[config.mk]
export PLATFORM = sky130hd
export DESIGN_NAME = fetch_queue_unit
export DESIGN_NICKNAME = d
export VERILOG_FILES = /design/src/rtl/fetch_queue_unit.sv
export SDC_FILE = /design/constraint.sdc
export NUM_CORES = 1
export LEC_CHECK = 0
export ABC_AREA = 1
export ABC_CLOCK_PERIOD_IN_PS = 5400
export BUFFER_PORTS_ARGS = -buffer_cell sky130_fd_sc_hd__buf_2
export CORE_ASPECT_RATIO = 1.75
export CORE_MARGIN = 4
export CORE_UTILIZATION = 53
export DETAILED_ROUTE_END_ITERATION = 8
export HOLD_SLACK_MARGIN = 0.05
export PLACE_DENSITY = 0.74
export SLEW_MARGIN = 0
export SYNTH_ARGS = -nofsm -noshare
export SYNTH_HDL_FRONTEND = slang
export SYNTH_SLANG_ARGS = --single-unit
[constraint.sdc]
create_clock -name clk -period 5.4 [get_ports clk]
set_input_delay 0.54 -clock clk [delete_from_list [all_inputs] [get_ports clk]]
set_output_delay 0.54 -clock clk [all_outputs]
set_load 0.05 [all_outputs]
[src/rtl/fetch_queue_unit.sv]
// ---------------------------------------------------------------------------
// fetch_queue_unit
//
// Front-end fetch stage sitting directly upstream of the decoder. It walks the
// program counter, issues at most one word-aligned request per cycle to a
// synchronous instruction memory, and parks each returned word together with
// its PC in a small FIFO. The decoder pulls from the FIFO head over a
// valid/ready handshake. A redirect from branch resolution flushes everything
// and restarts fetch at the new target.
//
// Parameters
//   RESET_PC     PC fetched first after reset
//   QUEUE_DEPTH  instruction queue entries (power of two, >= 2)
//
// Ports
//   clk             clock, all state updates on the rising edge
//   rst             synchronous active-high reset (overrides redirect)
//   imem_req        fetch request this cycle
//   imem_addr       fetch address, bits [1:0] always 0
//   imem_rdata      instruction word, valid the cycle after a request
//   redirect_valid  flush the queue and restart fetch at redirect_pc
//   redirect_pc     new fetch PC, bits [1:0] ignored
//   out_valid       out_instr/out_pc hold a valid entry
//   out_ready       decoder accepts the head entry
//   out_instr       head instruction word
//   out_pc          PC of the head instruction
//   queue_count     entries currently held
// ---------------------------------------------------------------------------
module fetch_queue_unit #(
    parameter logic [31:0] RESET_PC    = 32'h0000_0000,
    parameter int          QUEUE_DEPTH = 4
) (
    input  logic                           clk,
    input  logic                           rst,
    output logic                           imem_req,
    output logic [31:0]                    imem_addr,
    input  logic [31:0]                    imem_rdata,
    input  logic                           redirect_valid,
    input  logic [31:0]                    redirect_pc,
    output logic                           out_valid,
    input  logic                           out_ready,
    output logic [31:0]                    out_instr,
    output logic [31:0]                    out_pc,
    output logic [$clog2(QUEUE_DEPTH):0]   queue_count
);

    localparam int PW = $clog2(QUEUE_DEPTH);
    localparam int CW = PW + 1;

    // PCs are always word aligned, so only bits [31:2] are stored. A 30-bit
    // increment then gives the required 32-bit wrap (FFFF_FFFC + 4 = 0).
    logic [29:0]     fetch_pc_reg;
    logic [29:0]     fetch_pc_next;
    logic            inflight_reg;
    logic            inflight_next;
    logic [29:0]     inflight_pc_reg;
    logic [29:0]     inflight_pc_next;
    logic [PW-1:0]   head_reg;
    logic [PW-1:0]   head_next;
    logic [PW-1:0]   tail_reg;
    logic [PW-1:0]   tail_next;
    logic [CW-1:0]   count_reg;
    logic [CW-1:0]   count_next;

    // Queue storage: instruction word and word-address of its PC.
    logic [31:0]     instr_mem [QUEUE_DEPTH];
    logic [29:0]     pc_mem    [QUEUE_DEPTH];

    logic            issue;
    logic            fill;
    logic            fire;
    logic [CW:0]     credit_used;
    logic [QUEUE_DEPTH-1:0] wr_en;

    // The two low bits of the redirect target carry no information.
    logic            unused_redirect_lsbs;
    assign unused_redirect_lsbs = ^redirect_pc[1:0];

    // -----------------------------------------------------------------------
    // Issue: an outstanding request already owns a queue slot, so the credit
    // check counts it. This is what makes a queue overflow impossible.
    // -----------------------------------------------------------------------
    assign credit_used = {1'b0, count_reg} + {{CW{1'b0}}, inflight_reg};
    assign issue       = !rst && !redirect_valid &&
                         (credit_used < (CW+1)'(QUEUE_DEPTH));

    assign imem_req    = issue;
    assign imem_addr   = {fetch_pc_reg, 2'b00};

    // A response arriving in a redirect cycle belongs to the old path.
    assign fill        = !rst && !redirect_valid && inflight_reg;

    // -----------------------------------------------------------------------
    // Drain side. Redirect (and reset) hide the head so nothing is handed to
    // the decoder in a cycle whose queue contents are being discarded.
    // -----------------------------------------------------------------------
    assign out_valid   = !rst && !redirect_valid && (count_reg != '0);
    assign fire        = out_valid && out_ready;
    assign out_instr   = instr_mem[head_reg];
    assign out_pc      = {pc_mem[head_reg], 2'b00};
    assign queue_count = count_reg;

    // -----------------------------------------------------------------------
    // Per-entry write enables: decode the tail pointer once per slot.
    // -----------------------------------------------------------------------
    generate
        for (genvar gi = 0; gi < QUEUE_DEPTH; gi++) begin : g_wr_en
            assign wr_en[gi] = fill && (tail_reg == PW'(gi));
        end
    endgenerate

    always_ff @(posedge clk) begin
        for (int i = 0; i < QUEUE_DEPTH; i++) begin
            if (wr_en[i]) begin
                instr_mem[i] <= imem_rdata;
                pc_mem[i]    <= inflight_pc_reg;
            end
        end
    end

    // -----------------------------------------------------------------------
    // Next-state logic. Priority: reset (in the register block), redirect,
    // then normal issue/fill/drain.
    // -----------------------------------------------------------------------
    always_comb begin
        fetch_pc_next    = fetch_pc_reg;
        inflight_next    = 1'b0;
        inflight_pc_next = inflight_pc_reg;
        head_next        = head_reg;
        tail_next        = tail_reg;
        count_next       = count_reg;

        if (redirect_valid) begin
            fetch_pc_next = redirect_pc[31:2];
            head_next     = '0;
            tail_next     = '0;
            count_next    = '0;
        end else begin
            if (issue) begin
                inflight_next    = 1'b1;
                inflight_pc_next = fetch_pc_reg;
                fetch_pc_next    = fetch_pc_reg + 30'd1;
            end
            if (fill) begin
                tail_next = tail_reg + PW'(1);
            end
            if (fire) begin
                head_next = head_reg + PW'(1);
            end
            unique case ({fill, fire})
                2'b10:   count_next = count_reg + CW'(1);
                2'b01:   count_next = count_reg - CW'(1);
                default: count_next = count_reg;
            endcase
        end
    end

    always_ff @(posedge clk) begin
        if (rst) begin
            fetch_pc_reg    <= RESET_PC[31:2];
            inflight_reg    <= 1'b0;
            inflight_pc_reg <= '0;
            head_reg        <= '0;
            tail_reg        <= '0;
            count_reg       <= '0;
        end else begin
            fetch_pc_reg    <= fetch_pc_next;
            inflight_reg    <= inflight_next;
            inflight_pc_reg <= inflight_pc_next;
            head_reg        <= head_next;
            tail_reg        <= tail_next;
            count_reg       <= count_next;
        end
    end

endmodule

==> results.py <==
metrics = {
    "clock_network": {
        "post-cts-setup-buffer-count": 0,
        "cts-resized-gates": 0,
        "cts_tree": "built",
        "numCtsBuffers": 27,
        "clk_pin_slew_worst_paths_ns": 0.06,
        "cts_max_path_buffers": 3,
        "cts.sinks": 318,
        "hold_buffers": 0,
        "root_buffer": "clkbuf_16",
        "clkLatencyLatePin_ns": 0.55,
        "htreeDepth": 1,
    },
    "synthesis": {
        "postSynthCellCount": 1160,
        "ys_seq_elements": 318,
        "yosysTopAreaCell": "edfxtp_1",
        "synth_top_area_share_pct": 58.44,
        "syn_area_per_cell_sq_um": 10.98,
        "synthDistinctLibCells": 32,
        "synth_warnings": 0,
        "synthTopCellsByArea": "edfxtp_1 58%, dfxtp_1 11%, nor2_1 6.3%",
        "ys_seq_area_share_pct": 69.44,
        "synth.cell_area_sq_mm": 0.01274,
    },
    "place": {
        "dp_hpwl_microns": 17140,
        "dp.cells": 1574,
        "place_area_sq_mm": 0.01378,
        "port_buffers": 162,
        "gp_congestion": 0.9132,
    },
    "floorplanning": {
        "die_h_microns": 213.1,
        "pin_count": 169,
        "core_area_sq_mm": 0.02352,
        "die_area_sq_mm": 0.02668,
        "die_x_microns": 125.2,
        "start_util_pct": 54.18,
        "rows": 74,
    },
    "cells_and_area": {
        "largest_reg_flops": 128,
        "reg_top3": "instr_mem: 128 flops, pc_mem: 120 flops",
        "final_util_pct": 62.47,
        "num_antenna_cells": 0,
        "design_area_sq_mm": 0.01469,
        "multi_input_area_sq_mm": 0.003366,
        "final-instance-count-excl-fill": 1624,
        "regMostFlops": "instr_mem",
        "seqCellArea_sq_mm": 0.008853,
        "fillers": 1927,
        "final_nets": 1374,
        "final_common_cell": "edfxtp_1",
        "layout_common_cells": "248 x edfxtp_1, 210 x nor2_1, 162 x buf_2",
        "area_delta_synth_final_pct": 15.30,
        "drive_gt1_share_pct": 17.88,
    },
    "hold_path": {
        "hold_class": "in2reg",
    },
    "setup_path": {
        "critPathSlowestCell": "dfxtp_4",
        "path_max_fanout": 80,
        "required_ns": 4.86,
        "r2r_slack_ns": 2.96,
        "critical_path.cell_chain": "clkinv_2, buf_4, o21ai_0, o22ai_1, buf_2",
        "crit_type": "reg2out",
        "cpPeakStageDelay_ns": 0.72,
        "crit_arrival_ns": 3.24,
        "start_kind": "flip-flop",
        "critPathCaptureType": "output pin",
    },
    "global_routing": {
        "grt_pass1_wl_microns": 45080,
        "grt_overflow": 0,
        "grt_use_total_pct": 21.02,
        "antenna_found_initial": 0,
        "grt_pass1_vias": 8784,
        "grt_max_degree": 81,
    },
    "route": {
        "drt_wl_total_microns": 28350,
        "drc": 0,
        "vias_per_cell": 5.477,
        "num_vias": 8894,
        "final_antenna_net_count": 0,
        "dr.pass1.iters": 5,
        "drtIter0Drc": 591,
        "wl_per_cell_microns": 17.46,
    },
    "sta": {
        "min_period_ns": 3.780,
        "finalMaxSlewViolations": 0,
        "fin_skew_ns": 0.02089,
        "rsz0062_at_grt": "no",
        "finalSetupTns_ns": 0,
        "relSlewSlack_pct": 34.57,
        "hold_ws_ns": 0.2024,
        "hold_violations": 0,
        "fmax_ghz": 0.2645,
        "max_slew.worst_pin.slew_ns": 0.9815,
        "final-setup-viol-count": 0,
        "period_share_pct": 70.01,
    },
    "power_and_ir_drop": {
        "worst_ir_drop_vdd_mv": 0.2799,
        "p_leak_uw": 0.005506,
        "p_per_area_mw_per_mm2": 336.9,
    },
    "flow_run": {
        "cap_violations": 0,
    },
    "status": {
        "status": "finished, final reports clean",
    },
}
report_power, final:
group	total, uW	switching [uW]	internal, uW
combinational	272	199	72.4
clock	1960	865	1090
sequential	2720	43.3	2680
cell families after synthesis:
group                    share of synthesized area (%)
AND/OR/NAND/NOR                                  13.76
flip-flops                                       69.44
AO/OA/AOI/OAI                                    11.14
buffers and inverters                            4.468
adder cells (fa/ha/maj)                         0.7463
XOR/XNOR                                        0.4124
other                                          0.02943
routing by layer:
layer	up-vias	global-route usage (%)	wire length [microns]
met1	4244	24.61	11250
li1	4346	-	-
met2	262	40.10	15140
met4	0	6.624	635
met3	42	2.528	1326
met5	-	0	0
through the flow:
stage | power (uW) | setup WS (ns)
global route | 5109 | 1.332
floorplan | 2952 | 1.268
CTS | 4991 | 1.601
global placement | 3036 | 2.076
finish | 4949 | 1.620
detailed placement | 3044 | 2.086
Yosys cell counts:
cell      instances
edfxtp_1        248
nor2_1          214
o21ai_0         147
nand2_1         125
inv_1            75
dfxtp_1          70
o22ai_1          62
nand3_1          54
clkbuf_1         48
a21oi_1          27
nor3_1           13
buf_2            11
a211oi_1          9
nor2_2            8
buf_4             6
ha_1              6
a31oi_1           5
o21ai_1           5
a22oi_1           4
nand4_1           4
xor2_1            4
nand3b_1          3
and2_1            2
xnor2_1           2
buf_1             1
conb_1            1
fa_1              1
inv_2             1
nand3_4           1
nor2_4            1
o211ai_1          1
or2_2             1
critical path: cells and delay by family (launching register included):
kind                   cells  cell delay [ns]
DFF                        1             0.72
buffers and inverters      3             1.43
AOI/OAI and AO/OA          2             0.46
worst paths after layout:
kind	start	end	depth (start not counted)
worst min register to register	head_reg[0]	flip-flop	2
worst max-delay path	flip-flop	out_pc[28]	5
worst min-delay path	imem_rdata[18]	instr_mem[2][18]	1
worst max register to register	inflight_reg	fetch_pc_reg[25]	8
cell type report:
type                            instances  area share (%)
Sequential cell                       318           60.26
Multi-Input combinational cell        703           22.91
Timing Repair Buffer                  173           6.081
Clock buffer                           36           5.399
Tap cell                              304           2.589
Inverter                               76           1.950
Clock inverter                         14          0.8091
No activity file was read; power rests on OpenSTA's default activity.
